$ cat config.mk
export PLATFORM = sky130hd
export DESIGN_NAME = exception_ctrl
export DESIGN_NICKNAME = d
export VERILOG_FILES = /design/src/rtl/exception_ctrl_pkg.sv /design/src/rtl/exception_ctrl_irq_sync.sv /design/src/rtl/exception_ctrl.sv
export SDC_FILE = /design/constraint.sdc
export NUM_CORES = 1
export LEC_CHECK = 0
export BUFFER_PORTS_ARGS = -buffer_cell sky130_fd_sc_hd__buf_2
export CAP_MARGIN = 10
export CORE_AREA = 2 2 130 132
export DETAILED_ROUTE_END_ITERATION = 10
export DIE_AREA = 0 0 132 134
export GPL_TIMING_DRIVEN = 0
export HOLD_SLACK_MARGIN = 0.05
export SLEW_MARGIN = 10
export SYNTH_ARGS = -nofsm -noshare
export SYNTH_HDL_FRONTEND = slang
export SYNTH_HIERARCHICAL = 1
export SYNTH_SLANG_ARGS = --single-unit
export TNS_END_PERCENT = 100
$ cat constraint.sdc
create_clock -name clk -period 1.3 [get_ports clk]
set_input_delay 0.26 -clock clk [delete_from_list [all_inputs] [get_ports clk]]
set_output_delay 0.26 -clock clk [all_outputs]
set_load 0.005 [all_outputs]
$ cat src/rtl/exception_ctrl_pkg.sv
// Shared types and constants for the LEGv8 exception controller.
// Vector offsets are relative to the VEC_BASE parameter of the top.
package exc_pkg;

    typedef enum logic [1:0] {
        NORMAL  = 2'd0,
        HANDLER = 2'd1,
        DFAULT  = 2'd2
    } state_t;

    localparam logic [3:0]  EXC_ILLEGAL_ERET = 4'hE;

    localparam logic [11:0] OFF_SYNC   = 12'h000;
    localparam logic [11:0] OFF_IRQ    = 12'h080;
    localparam logic [11:0] OFF_DFAULT = 12'h100;

    localparam int          ESR_IRQ_BIT = 4;
    localparam int          CNT_W       = 8;

    function automatic logic [CNT_W-1:0] sat_inc(input logic [CNT_W-1:0] v);
        return (v == {CNT_W{1'b1}}) ? v : v + {{(CNT_W-1){1'b0}}, 1'b1};
    endfunction

endpackage

$ cat src/rtl/exception_ctrl_irq_sync.sv
// External interrupt front end: two-flop synchronizer, rising-edge detect
// and a sticky pending flag that only an accepted interrupt clears.
module irq_sync (
    input  logic clk,
    input  logic rst_n,
    input  logic irq_async,
    input  logic clr,
    output logic pending
);

    logic sync1_r;
    logic sync2_r;
    logic prev_r;
    logic pending_r;
    logic rise_s;

    assign rise_s  = sync2_r & ~prev_r;
    assign pending = pending_r;

    // Synchronizer chain, edge-detect history and pending flag.
    // A new edge in the same cycle as an accept must not be lost, so set wins.
    always_ff @(posedge clk or negedge rst_n) begin
        if (!rst_n) begin
            sync1_r   <= 1'b0;
            sync2_r   <= 1'b0;
            prev_r    <= 1'b0;
            pending_r <= 1'b0;
        end else begin
            sync1_r <= irq_async;
            sync2_r <= sync1_r;
            prev_r  <= sync2_r;
            if (rise_s) begin
                pending_r <= 1'b1;
            end else if (clr) begin
                pending_r <= 1'b0;
            end else begin
                pending_r <= pending_r;
            end
        end
    end

endmodule

$ cat src/rtl/exception_ctrl.sv
// Exception controller: decides fetch redirects and holds ELR/ESR, handler
// mode and a saturating count of exceptions taken.
module exception_ctrl
    import exc_pkg::*;
#(
    parameter int           N        = 64,
    parameter logic [N-1:0] VEC_BASE = {N{1'b0}}
) (
    input  logic         clk,
    input  logic         reset,
    input  logic         Exc_E,
    input  logic [3:0]   ExcCode_E,
    input  logic         ERet_E,
    input  logic [N-1:0] PC_E,
    input  logic [N-1:0] NextPC_E,
    input  logic         ExtIRQ,
    output logic         EProc_F,
    output logic [N-1:0] EVAddr_F,
    output logic [N-1:0] ELR_o,
    output logic [N-1:0] ESR_o,
    output logic         InExc_o,
    output logic [7:0]   ExcCount_o
);

    localparam logic [N-1:0] VEC_SYNC   = VEC_BASE + N'(OFF_SYNC);
    localparam logic [N-1:0] VEC_IRQ    = VEC_BASE + N'(OFF_IRQ);
    localparam logic [N-1:0] VEC_DFAULT = VEC_BASE + N'(OFF_DFAULT);

    state_t             state_r;
    state_t             state_s;
    logic [N-1:0]       elr_r;
    logic [N-1:0]       elr_s;
    logic [N-1:0]       esr_r;
    logic [N-1:0]       esr_s;
    logic [CNT_W-1:0]   cnt_r;
    logic               in_exc_r;
    logic               enter_s;
    logic               take_irq_s;
    logic               pending_s;
    logic               eproc_s;
    logic [N-1:0]       evaddr_s;

    irq_sync u_irq_sync (
        .clk       (clk),
        .rst_n     (reset),
        .irq_async (ExtIRQ),
        .clr       (take_irq_s),
        .pending   (pending_s)
    );

    // Redirect decision and next architectural state; Exc_E > ERet_E > IRQ.
    always_comb begin
        state_s    = state_r;
        elr_s      = elr_r;
        esr_s      = esr_r;
        enter_s    = 1'b0;
        take_irq_s = 1'b0;
        eproc_s    = 1'b0;
        evaddr_s   = {N{1'b0}};
        case (state_r)
            NORMAL: begin
                if (Exc_E || ERet_E) begin
                    // ERET outside a handler is reported as an illegal-return sync exception
                    eproc_s  = 1'b1;
                    evaddr_s = VEC_SYNC;
                    elr_s    = PC_E;
                    esr_s    = {{(N-4){1'b0}}, (Exc_E ? ExcCode_E : EXC_ILLEGAL_ERET)};
                    enter_s  = 1'b1;
                    state_s  = HANDLER;
                end else if (pending_s) begin
                    eproc_s    = 1'b1;
                    evaddr_s   = VEC_IRQ;
                    elr_s      = NextPC_E;
                    esr_s      = {N{1'b0}};
                    esr_s[ESR_IRQ_BIT] = 1'b1;
                    enter_s    = 1'b1;
                    take_irq_s = 1'b1;
                    state_s    = HANDLER;
                end else begin
                    state_s = NORMAL;
                end
            end
            HANDLER: begin
                if (Exc_E) begin
                    eproc_s  = 1'b1;
                    evaddr_s = VEC_DFAULT;
                    enter_s  = 1'b1;
                    state_s  = DFAULT;
                end else if (ERet_E) begin
                    eproc_s  = 1'b1;
                    evaddr_s = elr_r;
                    state_s  = NORMAL;
                end else begin
                    state_s = HANDLER;
                end
            end
            DFAULT: begin
                eproc_s  = 1'b1;
                evaddr_s = VEC_DFAULT;
                state_s  = DFAULT;
            end
            default: begin
                state_s = NORMAL;
            end
        endcase
    end

    // State, link/syndrome registers, handler flag and exception counter.
    always_ff @(posedge clk or negedge reset) begin
        if (!reset) begin
            state_r  <= NORMAL;
            elr_r    <= {N{1'b0}};
            esr_r    <= {N{1'b0}};
            cnt_r    <= {CNT_W{1'b0}};
            in_exc_r <= 1'b0;
        end else begin
            state_r  <= state_s;
            elr_r    <= elr_s;
            esr_r    <= esr_s;
            in_exc_r <= (state_s != NORMAL);
            if (enter_s) begin
                cnt_r <= sat_inc(cnt_r);
            end else begin
                cnt_r <= cnt_r;
            end
        end
    end

    assign EProc_F    = eproc_s;
    assign EVAddr_F   = evaddr_s;
    assign ELR_o      = elr_r;
    assign ESR_o      = esr_r;
    assign InExc_o    = in_exc_r;
    assign ExcCount_o = cnt_r;

endmodule

* Yosys cells after proc, flatten, opt, wreduce, memory -nomap -nowiden
Cells that the tools add are included.
Cells by class: add/subtract/negate cells 1, multipliers 0, divide/modulo/power cells 0, magnitude comparators 0, equality and inequality tests 3, shift operators 0, muxes and demuxes 26, bitwise logic cells 3, reductions and logical operators 7
Operators with widths (number):
- 2-to-1 mux 64 bit | 6
- one-hot mux 64 bit (3 select lines) | 1
- 2-to-1 mux 8 bit | 2
- 2-to-1 mux 1 bit | 12
- adder 8 x 1 -> 8 bit, second input constant | 1
- equality test 8 bit, second input constant | 1
- one-hot mux 2 bit (3 select lines) | 1
- nonzero test 2 bit | 3
- 2-to-1 mux 4 bit | 1
- AND reduction 2 bit | 2
- one-hot mux 1 bit (3 select lines) | 1
- equality test 2 x 1 -> 1 bit, second input constant | 1
- equality test 2 bit, second input constant | 1
- logical NOT 2 bit | 1
- 2-to-1 mux 2 bit | 1
- inverter 1 bit | 2
- one-hot mux 1 bit (2 select lines) | 1
- AND 1 bit | 1
- logical OR 1 bit | 1
Word-level totals: flip-flop bits (word level) 143, latch bits 0, RAM bits 0, bits in read-only memories 0, bits of input ports 137, output and inout port bits 202, word-level logic and storage cells 49, memories kept 0

* Depth between registers and ports, before layout
depth in word-level cells 5, mapped depth 7, gate-level depth less buffers 4

* By module
The synthesis kept the hierarchy.
Modules (own cells, without submodules):
- exception_ctrl | instances 1, cells each 563, area each 4575.6 µm², seq. area each 2001.9 µm²
- irq_sync | instances 1, cells each 7, area each 120.1 µm², seq. area each 100.1 µm²

* Worst setup path before layout
Ideal clock, no wire load.
path type register to register, start register state_r[0], end register cnt_r[7], in the netlist ExcCount_o[7], setup time 0.127 ns, arrival 1.343 ns, data required time 1.173 ns, slack -0.170 ns, stages on the path, launching flop included 6, path buffers 1, period minus slack after synthesis 1.470 ns, path through dfrtp_1 > buf_4 > nor2b_1 > nor4_4 > nand4_1 > mux2_1
Between the ends: cells in the longest elaborated chain, start to end 3, elaborated cells on any way between the ends 4, classes of those cells eq/ne: 1; mux: 1; reduce/logical: 2
RTL lines:
- from (decl) | RTL line exception_ctrl.sv:29 | state_t state_r;
- from (signal assigned) | RTL line exception_ctrl.sv:117 | state_r <= state_s;
- equality test 2 x 1 -> 1 bit or logical NOT 2 bit (tied branches) | RTL line exception_ctrl.sv:60 | case (state_r)
- one-hot mux 1 bit (2 select lines) * | RTL line exception_ctrl.sv:60
- AND reduction 2 bit (no line) *
- to (signal assigned) | RTL line exception_ctrl.sv:114 | cnt_r <= {CNT_W{1'b0}};
- to (signal assigned) | RTL line exception_ctrl.sv:122 | cnt_r <= sat_inc(cnt_r);
- to (signal assigned) | RTL line exception_ctrl.sv:124 | cnt_r <= cnt_r;
- to (decl) | RTL line exception_ctrl.sv:35 | logic [CNT_W-1:0] cnt_r;
Mark *: on every way between the ends. The rest lies on a longest branch, timed or not. A chain may end at the register's enable or synchronous reset.

* Final worst setup path
start register state_r[1], end output EVAddr_F[23]
Between the ends: cells in the longest elaborated chain, start to end 2, elaborated cells on any way between the ends 4, classes of those cells eq/ne: 2; mux: 1; reduce/logical: 1
RTL lines:
- equality test 2 bit (tied with other cells) | RTL line exception_ctrl.sv:60
- one-hot mux 64 bit (3 select lines) * | RTL line exception_ctrl.sv:60
- to (decl) | RTL line exception_ctrl.sv:18 | output logic [N-1:0] EVAddr_F,
Marked as above.

==> out/qor.txt <==
Outcome: finished, violations left
Failing checks: setup timing
Clock Tree Root: clkbuf_16
Hold_sp: ExcCode_E[2]
Post-route cell area: 0.00814 mm2
Crit path time final: 1.97 ns
Clk sinks: 84
FF-to-FF path depth: 10
# IOs: 339
Commonest non-fill, non-tap cell in the layout: buf_2
Row count: 47
Adder-cell share of the synthesized area: 0.266%
Post-synthesis mux area share: 1.17%
Hold Slack: 0.161 ns
Sw Pwr: 6.46 mW
Global-route wire length before repair: 29.2 mm
Pre-antenna DRT Iters: 5
Post-Synthesis Cells: 570
Fraction of layout cells with a size suffix above 1: 50.1%
Vias in the first global route: 5,069
Chip Height: 134 um
GR Overflow Total: 0
Worst Path Max Fanout: 6
Max Clock Skew: 0.00736 ns
#FFs+latches synth: 84
Maximum vdd ir drop: 0.767 mV
Hold path cells: 3
PortBufs: 278
Simple-gate share of the synthesized area: 28.6%
Internal Pwr Total: 10.9 mW
Max-slew headroom: 56.8%
Area of the mapped netlist: 0.00470 mm2
Vias/cell: 4.41
Final Slew Violations: 0
Routing usage on met1: 26.6%
Clock power frac: 14.7%
Flop pwr share: 29.2%
Critical Path AT: 1.71 ns
Final core utilization: 50.0%
H-tree depth: 3
Reg2reg setup slack: -0.48 ns
DRT antenna net count: 0
Crit Reg-Reg Startpoint: state_r[1]$_DFF_PN0_
Area of the die: 0.0177 mm2
Nets: 1,096
Area growth, synth to finish: 73.3%
Worst slew pin tran: 0.649 ns
Placed inst area: 0.00671 mm2
Largest family of logic cells by synthesized area: simple AND/OR/NAND/NOR gates
Clock-pin slew of the registers on the worst-case setup and hold paths: 0.06 ns
Core area: 0.0163 mm2
Most frequent cells in the layout: buf_2 (268), nand2_1 (137), dfrtp_1 (83)
Syn_area_per_cell: 8.24 um2
Worst path required time: 1.04 ns
Final cell count without fillers: 1,184
RSZ-0062 raised after global routing: yes
R2r endpoint: ELR_o[27]$_DFFE_PN0N_
Max-cap violation count: 0
Power Density: 2130 mW/mm2
Residual DRC: 0
Initial Util: 28.8%
Dpl hpwl: 14.0 mm
Hold Path Class: in2reg
Combinational Power Share: 56.0%
CTS tree: done
Initial antenna violation count: 2
Element type at the critical path end: primary output
CP Class: reg2out
Via count: 5,227
Die W: 132 um
Inst Count DP: 1,127
Worst skew pair latency: 0.34 ns
Worst Hold Path EP: ESR_o[2]$_DFFE_PN0N_
Complex-gate fraction of the synthesized area: 10.9%
Initial DRC Count: 183
Total wire length: 19.8 mm
Count of final setup violators: 144
Worst Slack Setup Final: -0.671 ns
Final period util: 152%
Max Clk Rate: 507 MHz
Largest net degree at the start of global routing: 61
GRT busiest layer: met2
Routability cong.: 0.796
Met2 global-route usage: 37.5%
Total track usage: 21.7%
Met3 usage: 4.42%
Synth unique cells: 37
Xor and xnor fraction of the mapped netlist area: 0.560%
Static leakage: 4.24 nW
Sequential element share of the synthesized area: 44.8%
CTS Buf Count: 9
Yosys warns: 6
Max Buffers Root-to-Sink: 2
Avg WL per Cell: 16.7 um
Hold Violations, Final: 0
Startpoint types: flip-flop
Sw Share: 37.3%
## metrics by stage
stage	power [mW]	setup TNS, ns	setup WS [ns]
CTS	17.6	-79.59	-0.714
global route	18.5	-78.43	-0.741
global placement	11.1	-123.05	-1.01
floorplan	8.24	-2.63	-0.0482
detailed placement	11.3	-53.45	-0.765
finish	17.3	-68.15	-0.671
## repair_timing
item / CTS / global route
gates cloned: 14 / 1
hold endpoints to repair: 25 / 0
setup buffers: 31 / 11
hold buffers: 2 / 0
setup endpoints to repair: 138 / 146
pin swaps: 24 / 8
resized for setup: 114 / 58
## kinds of logic after synthesis
group,Yosys count
simple gates,293
buf+inv,101
flops,84
compound gates,82
mux,5
xor+xnor,3
fa+ha+maj,1
other cells,1
## power by group through the flow
| stage | Combinational (mW) | Sequential, mW | Clock [mW] |
|---|---|---|---|
| 3_5_place_dp | 6.24 | 5.04 | 0 |
| 3_3_place_gp | 6.15 | 4.98 | 0 |
| 2_1_floorplan | 3.40 | 4.84 | 0 |
| 5_1_grt | 10.5 | 5.25 | 2.71 |
| 6_report | 9.71 | 5.07 | 2.55 |
| 4_1_cts | 9.92 | 5.02 | 2.62 |
## flip-flops by register name, indices dropped and copies added (netlist names)
signal / flops
ELR_o: 64
ESR_o: 5
ExcCount_o: 8
InExc_o: 1
state_r: 2
u_irq_sync/pending: 1
u_irq_sync/prev_r: 1
u_irq_sync/sync1_r: 1
u_irq_sync/sync2_r: 1
## cells in the mapped netlist
cell / count / area (um2)
clkbuf_1: 13 / 48.8
nand4_1: 2 / 12.5
a211oi_1: 1 / 7.51
nor2_1: 71 / 267
mux2_1: 1 / 11.3
conb_1: 1 / 3.75
buf_4: 61 / 458
mux2_2: 3 / 33.8
mux2i_1: 1 / 10.0
nor4_4: 1 / 21.3
nand2_1: 138 / 518
o21ai_0: 5 / 25.0
nand3_1: 2 / 10.0
o22ai_1: 1 / 6.26
or2_0: 1 / 6.26
dfrtp_1: 84 / 2100
nor3_1: 2 / 10.0
a31oi_1: 65 / 407
and3_1: 2 / 12.5
a32o_1: 1 / 10.0
ha_1: 1 / 12.5
buf_2: 22 / 110
xnor2_1: 3 / 26.3
o21a_1: 1 / 7.51
buf_6: 1 / 11.3
nor3b_1: 1 / 7.51
a21oi_1: 5 / 25.0
and4_1: 1 / 8.76
nor3_2: 2 / 20.0
nand2b_1: 4 / 25.0
and2b_1: 1 / 7.51
and2_1: 62 / 388
o21ai_1: 2 / 10.0
nor3_4: 1 / 16.3
o22ai_2: 1 / 12.5
inv_1: 4 / 15.0
nor2b_1: 2 / 12.5
## layout make-up
type	count	area [um2]
clock inverter	4	50.0
tap	220	275
sequential	84	2100
timing repair buffer	325	2200
inverter	4	15.0
multi-input combinational	444	2440
clock buffer	12	236
fill	1617	8150
buffer	90	805
antenna	1	2.50
## how the worst max path moves through the flow
stage | startpoint | end | slack [ns] | cells after the start
2_1_floorplan | state_r[1]$_DFF_PN0_ | ExcCount_o[7]$_DFFE_PN0P_ | -0.05 | 4
3_3_place_gp | reset | u_irq_sync/pending$_DFFE_PN0P_ | -1.01 | 1
3_5_place_dp | ERet_E | ELR_o[22]$_DFFE_PN0N_ | -0.76 | 6
4_1_cts | state_r[1]$_DFF_PN0_ | EVAddr_F[37] | -0.71 | 5
5_1_grt | state_r[1]$_DFF_PN0_ | EVAddr_F[60] | -0.74 | 5
6_report | state_r[1]$_DFF_PN0_ | EVAddr_F[23] | -0.67 | 5
## critical path: stages, from the launching register on
cell,delay (ns)
dfrtp_1,0.38
nand2b_4,0.16
and2b_4,0.38
clkbuf_16,0.21
and2_4,0.15
buf_6,0.09
## layer usage
metal | wire [um] | vias up | part of all wire [%]
li1 | - | 2535 | -
met1 | 7940 | 2424 | 40
met2 | 9860 | 239 | 50
met3 | 1470 | 29 | 7.4
met4 | 542 | 0 | 2.7
met5 | 0 | - | 0
Note: power is estimated with default switching activity, not from simulation.
